### config.mk
export PLATFORM = sky130hd
export DESIGN_NAME = useq_ctrl_flat
export DESIGN_NICKNAME = d
export VERILOG_FILES = /design/src/rtl/useq_if.sv /design/src/rtl/useq_ctrl.sv /design/src/flat_wrapper.sv
export SDC_FILE = /design/constraint.sdc
export NUM_CORES = 1
export LEC_CHECK = 0
export ABC_AREA = 1
export CORE_ASPECT_RATIO = 0.8
export CORE_MARGIN = 8
export CORE_UTILIZATION = 30
export CTS_BUF_LIST = sky130_fd_sc_hd__clkbuf_4 sky130_fd_sc_hd__clkbuf_8 sky130_fd_sc_hd__clkbuf_16
export CTS_CLUSTER_DIAMETER = 40
export DETAILED_ROUTE_END_ITERATION = 12
export PLACE_DENSITY_LB_ADDON = 0.25
export RECOVER_POWER = 25
export SLEW_MARGIN = 20
export SYNTH_ARGS = -nofsm -noshare
export SYNTH_HDL_FRONTEND = slang
export SYNTH_SLANG_ARGS = --single-unit
export TNS_END_PERCENT = 30
### constraint.sdc
create_clock -name clk -period 1.4 [get_ports clk]
set_input_delay 0.28 -clock clk [delete_from_list [all_inputs] [get_ports clk]]
set_output_delay 0.28 -clock clk [all_outputs]
set_load 0.01 [all_outputs]
### src/rtl/useq_if.sv
// useq_if: sequencer-side bundle of the control-store, instruction-fetch,
// flag and decoded register-bus signals for useq_ctrl.
//   master : the sequencer (drives uaddr, mem_req, bus selects, ctrl, ir,
//            halted, stack_err; receives uword, inst_in, mem_ack, flags, stall)
//   slave  : the surrounding datapath / control store / memory
interface useq_if #(
    parameter int UADDR_W = 7
) ();
    logic [UADDR_W-1:0] uaddr;
    logic [31:0]        uword;
    logic [19:0]        inst_in;
    logic               mem_req;
    logic               mem_ack;
    logic               z_flag;
    logic               n_flag;
    logic               stall;
    logic               R_read;
    logic               R_write;
    logic [5:0]         uInstA;
    logic [5:0]         uInstC;
    logic [7:0]         ctrl;
    logic [19:0]        ir;
    logic               halted;
    logic               stack_err;

    modport master (
        output uaddr, mem_req, R_read, R_write, uInstA, uInstC, ctrl, ir,
               halted, stack_err,
        input  uword, inst_in, mem_ack, z_flag, n_flag, stall
    );

    modport slave (
        input  uaddr, mem_req, R_read, R_write, uInstA, uInstC, ctrl, ir,
               halted, stack_err,
        output uword, inst_in, mem_ack, z_flag, n_flag, stall
    );
endinterface

### src/rtl/useq_ctrl.sv
// useq_ctrl: microprogram sequencer for the EV22 processor.
// Holds the micro-PC, reads microwords from an external combinational control
// store and decodes them into register-bus selects and the datapath control
// byte. Handles instruction fetch (req/ack), opcode dispatch, flag branches
// and micro-subroutine call/return.
// Ports:
//   clk    : clock, rising edge
//   rst_n  : asynchronous active-low reset
//   bus    : useq_if.master (uaddr/uword control store, inst_in/mem_req/
//            mem_ack fetch, z_flag/n_flag/stall, R_read/R_write/uInstA/
//            uInstC/ctrl decoded outputs, ir, halted, stack_err)
// Build option: define USEQ_STACK_EN for the 4-deep call stack with
// overflow/underflow halt. Without it CALL acts as JUMP and RET goes to 0.
//
// state      | meaning
// -----------+---------------------------------------------------------
// S_RST_WAIT | just out of reset, outputs quiet, moves to S_RUN next edge
// S_RUN      | one microinstruction per cycle
// S_HALT     | call-stack fault; stopped until reset
module useq_ctrl #(
    parameter int UADDR_W = 7
) (
    input  logic   clk,
    input  logic   rst_n,
    useq_if.master bus
);
    typedef enum logic [1:0] {
        S_RST_WAIT = 2'd0,
        S_RUN      = 2'd1,
        S_HALT     = 2'd2
    } state_t;

    localparam logic [2:0] OP_NEXT     = 3'd0;
    localparam logic [2:0] OP_JUMP     = 3'd1;
    localparam logic [2:0] OP_BRZ      = 3'd2;
    localparam logic [2:0] OP_BRN      = 3'd3;
    localparam logic [2:0] OP_DISPATCH = 3'd4;
    localparam logic [2:0] OP_CALL     = 3'd5;
    localparam logic [2:0] OP_RET      = 3'd6;
    localparam logic [2:0] OP_FETCH    = 3'd7;

    state_t             state_q, state_d;
    logic [UADDR_W-1:0] upc_q, upc_d;
    logic [19:0]        ir_q, ir_d;

    logic [2:0]         op;
    logic [UADDR_W-1:0] target;
    logic [UADDR_W-1:0] upc_inc;
    logic [UADDR_W-1:0] disp_addr;
    logic               run;
    logic               halt_st;

`ifdef USEQ_STACK_EN
    logic [UADDR_W-1:0] stack_q [4];
    logic [UADDR_W-1:0] stack_d [4];
    logic [2:0]         sp_q, sp_d;
    logic [2:0]         sp_dec;
    assign sp_dec = sp_q - 3'd1;
`endif

    assign op      = bus.uword[31:29];
    assign target  = UADDR_W'(bus.uword[14:8]);
    assign upc_inc = upc_q + UADDR_W'(1);
    // Top half of the micro-address space holds the opcode entry points;
    // setting the MSB over a 6-bit opcode equals 2^(UADDR_W-1) + opcode.
    assign disp_addr = {1'b1, (UADDR_W-1)'(ir_q[19:14])};
    assign run     = (state_q == S_RUN);
    assign halt_st = (state_q == S_HALT);

    always_comb begin
        state_d = state_q;
        upc_d   = upc_q;
        ir_d    = ir_q;
`ifdef USEQ_STACK_EN
        stack_d = stack_q;
        sp_d    = sp_q;
`endif
        case (state_q)
            S_RST_WAIT: state_d = S_RUN;
            S_RUN: begin
                if (!bus.stall) begin
                    case (op)
                        OP_NEXT:     upc_d = upc_inc;
                        OP_JUMP:     upc_d = target;
                        OP_BRZ:      upc_d = bus.z_flag ? target : upc_inc;
                        OP_BRN:      upc_d = bus.n_flag ? target : upc_inc;
                        OP_DISPATCH: upc_d = disp_addr;
                        OP_CALL: begin
`ifdef USEQ_STACK_EN
                            if (sp_q == 3'd4) begin
                                state_d = S_HALT;
                            end else begin
                                stack_d[sp_q[1:0]] = upc_inc;
                                sp_d  = sp_q + 3'd1;
                                upc_d = target;
                            end
`else
                            upc_d = target;
`endif
                        end
                        OP_RET: begin
`ifdef USEQ_STACK_EN
                            if (sp_q == 3'd0) begin
                                state_d = S_HALT;
                            end else begin
                                upc_d = stack_q[sp_dec[1:0]];
                                sp_d  = sp_dec;
                            end
`else
                            upc_d = '0;
`endif
                        end
                        default: begin
                            // FETCH: word re-executes until the ack cycle
                            if (bus.mem_ack) begin
                                ir_d  = bus.inst_in;
                                upc_d = upc_inc;
                            end
                        end
                    endcase
                end
            end
            default: ;
        endcase
    end

    always_ff @(posedge clk or negedge rst_n) begin
        if (!rst_n) begin
            state_q <= S_RST_WAIT;
            upc_q   <= '0;
            ir_q    <= '0;
`ifdef USEQ_STACK_EN
            sp_q    <= '0;
            for (int i = 0; i < 4; i++) stack_q[i] <= '0;
`endif
        end else begin
            state_q <= state_d;
            upc_q   <= upc_d;
            ir_q    <= ir_d;
`ifdef USEQ_STACK_EN
            sp_q    <= sp_d;
            stack_q <= stack_d;
`endif
        end
    end

    assign bus.uaddr   = upc_q;
    assign bus.R_read  = run & bus.uword[28];
    assign bus.R_write = run & bus.uword[27];
    assign bus.uInstA  = run ? bus.uword[26:21] : 6'd0;
    assign bus.uInstC  = run ? bus.uword[20:15] : 6'd0;
    assign bus.ctrl    = run ? bus.uword[7:0] : 8'd0;
    assign bus.mem_req = run & ~bus.stall & (op == OP_FETCH);
    assign bus.ir      = halt_st ? 20'd0 : ir_q;
    assign bus.halted  = halt_st;
`ifdef USEQ_STACK_EN
    assign bus.stack_err = halt_st;
`else
    assign bus.stack_err = 1'b0;
`endif
endmodule

### src/flat_wrapper.sv
// flat-port wrapper written by rule: the top's interface ports become plain ports
module useq_ctrl_flat 
#(
    parameter int UADDR_W = 7
)
  (clk, rst_n, bus_uaddr, bus_mem_req, bus_R_read, bus_R_write, bus_uInstA, bus_uInstC, bus_ctrl, bus_ir, bus_halted, bus_stack_err, bus_uword, bus_inst_in, bus_mem_ack, bus_z_flag, bus_n_flag, bus_stall);
  useq_if #(.UADDR_W(UADDR_W)) bus_i ();
  input  logic clk;
  input  logic rst_n;
  output wire logic [$bits(bus_i.uaddr)-1:0] bus_uaddr;
  output wire logic [$bits(bus_i.mem_req)-1:0] bus_mem_req;
  output wire logic [$bits(bus_i.R_read)-1:0] bus_R_read;
  output wire logic [$bits(bus_i.R_write)-1:0] bus_R_write;
  output wire logic [$bits(bus_i.uInstA)-1:0] bus_uInstA;
  output wire logic [$bits(bus_i.uInstC)-1:0] bus_uInstC;
  output wire logic [$bits(bus_i.ctrl)-1:0] bus_ctrl;
  output wire logic [$bits(bus_i.ir)-1:0] bus_ir;
  output wire logic [$bits(bus_i.halted)-1:0] bus_halted;
  output wire logic [$bits(bus_i.stack_err)-1:0] bus_stack_err;
  input wire logic [$bits(bus_i.uword)-1:0] bus_uword;
  input wire logic [$bits(bus_i.inst_in)-1:0] bus_inst_in;
  input wire logic [$bits(bus_i.mem_ack)-1:0] bus_mem_ack;
  input wire logic [$bits(bus_i.z_flag)-1:0] bus_z_flag;
  input wire logic [$bits(bus_i.n_flag)-1:0] bus_n_flag;
  input wire logic [$bits(bus_i.stall)-1:0] bus_stall;
  assign bus_uaddr = bus_i.uaddr;
  assign bus_mem_req = bus_i.mem_req;
  assign bus_R_read = bus_i.R_read;
  assign bus_R_write = bus_i.R_write;
  assign bus_uInstA = bus_i.uInstA;
  assign bus_uInstC = bus_i.uInstC;
  assign bus_ctrl = bus_i.ctrl;
  assign bus_ir = bus_i.ir;
  assign bus_halted = bus_i.halted;
  assign bus_stack_err = bus_i.stack_err;
  assign bus_i.uword = bus_uword;
  assign bus_i.inst_in = bus_inst_in;
  assign bus_i.mem_ack = bus_mem_ack;
  assign bus_i.z_flag = bus_z_flag;
  assign bus_i.n_flag = bus_n_flag;
  assign bus_i.stall = bus_stall;
  useq_ctrl #(.UADDR_W(UADDR_W)) u_core (.clk(clk), .rst_n(rst_n), .bus(bus_i));
endmodule
# Yosys cells after proc, flatten, opt, wreduce, memory -nomap -nowiden
# Index checks and enable logic that the tools add are counted.
# W data, S select, Z words.
[op_classes]
addsub = 1
eq_ne = 7
n_mux = 7
bitwise = 6
reduce_logical = 7
[ops]
columns = ["cell", "n"]
rows = [
  ["$pmux W7 S6", 1],
  ["$mux W7", 3],
  ["$eq A3 B3 Y1 const B", 4],
  ["$mux W6", 2],
  ["$mux W8", 1],
  ["$add A7 B1 Y7 const B", 1],
  ["$reduce_bool A7 Y1", 1],
  ["$reduce_or A7 Y1", 1],
  ["$eq A3 B2 Y1 const B", 2],
  ["$and A1 B1 Y1", 4],
  ["$reduce_and A4 Y1", 1],
  ["$eq A3 B1 Y1 const B", 1],
  ["$logic_not A3 Y1", 1],
  ["$reduce_and A3 Y1", 1],
  ["$logic_not A2 Y1", 1],
  ["$not A1 Y1", 2],
  ["$reduce_or A2 Y1", 1],
]
[totals]
ff_bits = 28
inputBits = 58
wordCells = 31

# Logic depth before layout (Yosys ltp)
# Gate-level depths: netlist (run 1).
[logic_depth]
depth_word = 4
ltp_mapped = 10

# Worst setup path before layout (run 1)
# No wires, ideal clock.
[synth_path]
kind = "register -> register"
start = "register u_core.state_q[0]"
end = "register u_core.ir_q[10]"
setup_ps = 125
arrival_time_ps = 1244
required_time_ps = 1275
slack_ps = 31
stages_incl_launch_ff = 8
n_path_buf = 1
cell_sequence = "dfrtp_1 -> inv_2 -> nor2_2 -> inv_2 -> nor2_4 -> nand2_2 -> buf_6 -> mux2_4"
[synth_between]
elab_chain_len = 1
[synth_lines]
columns = ["item", "line_no", "source"]
rows = [
  ["start, declared", "useq_ctrl.sv:42", "state_t state_q, state_d;"],
  ["start signal, assigned", "useq_ctrl.sv:137", "state_q <= state_d;"],
  ["$reduce_and A4 Y1 (no source line)", "--", ""],
  ["end signal, assigned", "useq_ctrl.sv:139", "ir_q <= ir_d;"],
  ["end, declared", "useq_ctrl.sv:44", "logic [19:0] ir_q, ir_d;"],
]
# Every way passes these cells.
# A chain may end at the register's enable or synchronous reset.

# Final worst setup path (run 1)
[layout_path]
start = "register u_core.state_q[0]"
end = "register u_core.ir_q[16]"
# The elaborated chain is that of the path after synthesis.

==> results of run 1 <==
[sequential cells by signal, summed over array words and instances (netlist names)]
| register | count |
|---|---|
| u_core.bus.uaddr | 7 |
| u_core.ir_q | 20 |
| u_core.state_q | 1 |
[synth_stat cells (3+ instances only)]
cell type	instances
nand2_1	84
inv_1	48
nor2_1	29
dfrtp_1	28
mux2_4	16
nand3_1	13
a21oi_1	7
o21ai_0	4
inv_2	3
nand4_1	3
[worst min path at each step]
stage / endpoint / slack, ns / cells after the start
finish: u_core.ir_q[8] / 0.52 / 1
global route: u_core.ir_q[4] / 0.54 / 1
CTS: u_core.bus.uaddr[5] / 0.35 / 2
detailed placement: u_core.ir_q[9] / 0.49 / 1
global placement: u_core.ir_q[5] / 0.49 / 1
floorplan: u_core.bus.uaddr[0] / -0.02 / 0
[where the power goes]
group	total (mW)	switching, mW	leakage [nW]	internal [mW]
clock network	0.653	0.269	0.0357	0.383
logic	1.14	0.500	1.55	0.643
registers	1.07	0.113	0.343	0.962
total	2.87	0.882	1.93	1.99
[cell type report]
type                    instances  area, um2  share of cell area [%]
repair buffers                137       1260                    38.0
multi-input cells             170        986                    29.7
flip-flops and latches         28        702                    21.2
inverters                      51        194                    5.85
well taps                      81        101                    3.06
clock buffers                   3       41.3                    1.25
clock inverters                 1       30.0                   0.906
[logic make-up after synthesis]
| logic type | after synthesis |
|---|---|
| AO/OA/AOI/OAI | 12 |
| flip-flops | 28 |
| AND/OR/NAND/NOR | 136 |
| other | 2 |
| buffers and inverters | 57 |
| adder cells (fa/ha/maj) | 1 |
| multiplexers | 18 |
[layer usage]
metal  GRT usage, %  wire (um)
met1           16.8       2940
met2           25.2       3040
met3           4.52        366
met5              0         10
met4           3.54         83
[what timing repair did]
action	CTS	global route
pin swaps	1	0
cloned	3	1
setup buffers	5	1
endpoints found under the setup margin	75	52
resized for setup	143	7
[stage by stage]
step	setup TNS [ns]	total power, mW
2_1_floorplan	0	1.57
3_3_place_gp	-14.93	2.28
3_5_place_dp	-15.99	2.30
4_1_cts	-5.51	2.90
5_1_grt	-10.41	3.06
6_report	-6.48	2.87
==> flow_metrics.py, run 1 <==
metrics = {
    "grt": {
        "grt_pass1_vias": 2127,
        "antenna_found_initial": 1,
        "grt_max_degree": 29,
        "grt_pass1_wl_mm": 10.6,
        "overflow": 0,
        "track_usage_pct": 14.4,
    },
    "critical_path": {
        "worst-path-max-fanout": 5,
        "cp_common_cell": "buf_6",
        "rr_worst_depth": 10,
        "crit_start": "u_core.state_q[0]",
        "cp.arrival_ns": 1.77,
        "crit_end": "u_core.ir_q[16]",
        "path_buf_inv": 6,
        "r2r-start": "u_core.state_q[0]",
        "cp.required_ns": 1.58,
        "crit_path_start_kind": "flop",
        "path_class": "flop to flop",
        "cpMaxStageDelayCell": "dfrtp_1",
        "worstPathCellList": "buf_6 -> buf_6 -> inv_2 -> nor2_4 -> inv_2 -> nor2_4 -> buf_6 -> nand2_8 -> clkbuf_16 -> mux2_4",
        "critPathCaptureType": "flop",
        "reg2reg_slack_ns": -0.20,
        "critPathTopFamily": "buffers and inverters",
        "slowest_delay_ns": 0.41,
        "cp.depth": 10,
        "r2r_end": "u_core.ir_q[16]",
    },
    "floorplanning": {
        "fp.dieArea_um2": 8940,
        "start_util_pct": 31.1,
        "fp-row-count": 25,
        "die_h_um": 86.2,
        "coreArea_um2": 5940,
        "pin_count": 110,
        "die_w_um": 104,
    },
    "clocking": {
        "cts_tree": "done",
        "path_clk_slew_ns": 0.10,
        "hold_buffers": 0,
        "cts_buffer_depth": 2,
        "root_buffer": "clkbuf_8",
        "cts_buffers": 3,
        "htreeDepth": 1,
        "insertion_delay_ns": 0.28,
        "cts.sink_count": 28,
    },
    "sta": {
        "post-route-min-period_ns": 1.60,
        "slew_headroom_pct": 52.0,
        "finClkSkew_ns": 0.00144,
        "finalCritPeriodShare_pct": 114,
        "hold_violations": 0,
        "setup-violations-final": 50,
        "setup_ws_ns": -0.198,
        "rsz0062_at_grt": "true",
        "tightest_slew_ns": 0.721,
        "fin_hold_ws_ns": 0.517,
        "max_clock_freq_ghz": 0.626,
        "slew_viol_final": 0,
    },
    "cells_and_area": {
        "area_growth_pct": 79.5,
        "nNetsFinal": 450,
        "fill_cells": 575,
        "finish.utilization_pct": 55.8,
        "final_cell_mix": "81 x nand2_1, 55 x clkdlybuf4s50_1, 48 x inv_1",
        "final_area_um2": 3320,
        "final_cell_count_no_fill": 471,
        "drive_above_1_share_pct": 24.6,
        "final_common_cell": "nand2_1",
        "diodes": 0,
    },
    "route": {
        "drtPass1Iterations": 4,
        "num_vias": 1981,
        "drc": 0,
        "ant_nets": 0,
        "routedWlPerCell_um": 13.7,
        "wirelength_mm": 6.44,
        "dr.first_iter.drc_count": 61,
        "vias_per_cell": 4.21,
    },
    "power": {
        "cellLeakagePower_nw": 1.93,
        "peakVddDrop_mv": 0.466,
        "pwr_density_cell_nw_per_um2": 866,
    },
    "flow_run": {
        "max_cap_violations": 0,
    },
    "synth": {
        "synth_edf_count": 0,
        "ys_seq_elements": 28,
        "synth_cell_types": 23,
        "syn_inst": 254,
        "synth-compound-area-share_pct": 3.46,
        "yosys_warnings": 0,
        "netlist_area_um2": 1850,
        "synthMuxAreaShare_pct": 14.2,
        "synthAdderAreaFrac_pct": 0.678,
        "synth_area_per_cell_um2": 7.27,
        "synth.area.top_cells": "dfrtp_1 38%, nand2_1 17%, mux2_4 13%",
        "yosys.area.top_type": "dfrtp_1",
        "seq_area_frac_synth_pct": 37.9,
        "postSynth.asyncResetShare_pct": 100,
        "synth_top_area_share_pct": 37.9,
        "synth_xor_area_share_pct": 0,
        "synth_top_family_by_area": "simple AND/OR/NAND/NOR gates",
        "ys.flop_type": "dfrtp_1",
        "yosys.area_share.simple_pct": 30.5,
    },
    "worst_hold_path": {
        "min_path_type": "flop to flop",
        "hp-start": "u_core.ir_q[8]",
    },
    "placed_design": {
        "place.gp.congestion": 0.796,
        "place_inst": 457,
        "place_worst_setup_slack_ns": -0.446,
        "dpl.hpwl_mm": 4.88,
        "port_buffers": 107,
        "placed_area_um2": 3170,
    },
    "run_status": {
        "violations": "setup timing",
        "status": "finished, violations left",
    },
}
(Power assumes the default switching activity.)
==> run 2, diff against run 1 <==
--- a/config.mk
+++ b/config.mk
@@ -14,6 +14,7 @@
 export DETAILED_ROUTE_END_ITERATION = 12
 export PLACE_DENSITY_LB_ADDON = 0.25
 export RECOVER_POWER = 25
+export SKIP_CTS_REPAIR_TIMING = 1
 export SLEW_MARGIN = 20
 export SYNTH_ARGS = -nofsm -noshare
 export SYNTH_HDL_FRONTEND = slang
==> run 2 against run 1 <==
The run still ends with setup timing left. Sequential share of layout area fell by 0.80 points. Via count fell by 0.20%. Hold slack got worse by 0.0041 ns. Combinational power rose by 7%. Sequential power barely moved. Largest power group unchanged. Highest routed layer unchanged.
==> flow_metrics.py, run 2 (synthesis results as in run 1) <==
metrics = {
    "grt": {
        "grt_pass1_wl_mm": 9.89,
        "grt_max_degree": 29,
        "grt_pass1_vias": 2041,
        "overflow": 0,
        "track_usage_pct": 13.3,
        "antenna_found_initial": 1,
    },
    "flow_run": {
        "max_cap_violations": 0,
    },
    "floorplanning": {
        "die_w_um": 104,
        "die_h_um": 86.2,
        "fp.dieArea_um2": 8940,
        "start_util_pct": 31.1,
        "pin_count": 110,
        "fp-row-count": 25,
        "coreArea_um2": 5940,
    },
    "critical_path": {
        "cp.required_ns": 1.12,
        "worstPathCellList": "clkdlybuf4s50_1",
        "slowest_delay_ns": 0.55,
        "critPathTopFamily": "buffers and inverters",
        "path_class": "flop to primary output",
        "path_buf_inv": 1,
        "crit_path_start_kind": "flop",
        "cpMaxStageDelayCell": "clkdlybuf4s50_1",
        "reg2reg_slack_ns": -0.14,
        "worst-path-max-fanout": 6,
        "critPathCaptureType": "primary output",
        "cp.arrival_ns": 1.26,
    },
    "route": {
        "dr.first_iter.drc_count": 55,
        "vias_per_cell": 4.24,
        "routedWlPerCell_um": 13.8,
        "ant_nets": 0,
        "num_vias": 1977,
        "drtPass1Iterations": 4,
        "wirelength_mm": 6.44,
        "drc": 0,
    },
    "sta": {
        "hold_violations": 0,
        "setup_ws_ns": -0.139,
        "finClkSkew_ns": 0.00199,
        "finalCritPeriodShare_pct": 110,
        "slew_viol_final": 0,
        "setup-violations-final": 44,
        "post-route-min-period_ns": 1.54,
        "rsz0062_at_grt": "true",
        "max_clock_freq_ghz": 0.650,
        "slew_headroom_pct": 52.5,
        "tightest_slew_ns": 0.713,
    },
    "clocking": {
        "cts_buffers": 3,
        "cts.sink_count": 28,
        "cts_tree": "done",
        "path_clk_slew_ns": 0.10,
        "htreeDepth": 1,
        "cts_buffer_depth": 2,
        "root_buffer": "clkbuf_8",
        "insertion_delay_ns": 0.28,
    },
    "cells_and_area": {
        "nNetsFinal": 445,
        "area_growth_pct": 86.9,
        "finish.utilization_pct": 58.1,
        "largest_reg_flops": 20,
        "final_cell_count_no_fill": 466,
        "final_cell_mix": "69 x nand2_1, 57 x clkdlybuf4s50_1, 36 x inv_1",
        "diodes": 0,
        "largest_register": "u_core.ir_q",
        "drive_above_1_share_pct": 28.3,
        "final_common_cell": "nand2_1",
    },
    "worst_hold_path": {
        "min_path_type": "flop to flop",
    },
    "power": {
        "pwr_density_cell_nw_per_um2": 855,
        "peakVddDrop_mv": 0.478,
        "cellLeakagePower_nw": 2.19,
        "total_power_mw": 2.95,
    },
    "placed_design": {
        "place_inst": 457,
        "dpl.hpwl_mm": 4.88,
        "port_buffers": 107,
        "place.gp.congestion": 0.796,
    },
    "run_status": {
        "status": "finished, violations left",
        "violations": "setup timing",
    },
}
[run 2: area by class of cell]
cell class / instances / area, um2
tap: 81 / 101
clock buffer: 3 / 41.3
timing repair buffer: 132 / 1360
clock inverter: 1 / 30.0
fill: 542 / 2490
multi-input combinational: 170 / 1020
inverter: 51 / 191
sequential: 28 / 703
[run 2: where the power goes]
| group | switching, mW | internal, mW |
|---|---|---|
| registers | 0.110 | 0.962 |
| logic | 0.509 | 0.716 |
| clock network | 0.269 | 0.383 |
[run 2: path summary, 6_finish.rpt]
path	to	start	cells past startpoint
max in group asynchronous	u_core.state_q[0]	rst_n	2
min in group asynchronous	u_core.bus.uaddr[6]	rst_n	2
max reg2reg	u_core.ir_q[5]	u_core.state_q[0]	8
max	bus_uaddr[3]	u_core.bus.uaddr[3]	1
min reg2reg	u_core.ir_q[5]	u_core.ir_q[5]	1
min	u_core.ir_q[5]	u_core.ir_q[5]	1
[run 2: worst reg2reg max path: cells and delay by family (launching register included)]
kind	cells	cell delay, ns
buffers and inverters	4	0.46
flip-flops	1	0.47
multiplexers	1	0.36
AND/OR/NAND/NOR	3	0.15
[run 2: metrics by stage]
| stage | worst slack (ns) | instance area (um2) | setup TNS (ns) | hold WS, ns |
|---|---|---|---|---|
| 2_1_floorplan | 0.0307 | 1850 | 0 | -0.0156 |
| 3_3_place_gp | -0.419 | 3170 | -14.93 | 0.488 |
| 3_5_place_dp | -0.446 | 3170 | -15.99 | 0.492 |
| 4_1_cts | -0.458 | 3240 | -14.68 | 0.347 |
| 5_1_grt | -0.200 | 3450 | -7.30 | 0.537 |
| 6_report | -0.139 | 3450 | -4.34 | 0.513 |
[run 2: metal layers]
metal,up-vias,track usage [%],wire length (um)
met4,2,2.88,90
met3,10,4.52,353
met1,886,15.3,2870
met2,56,23.6,3120
met5,-,0,10
li1,1023,-,-
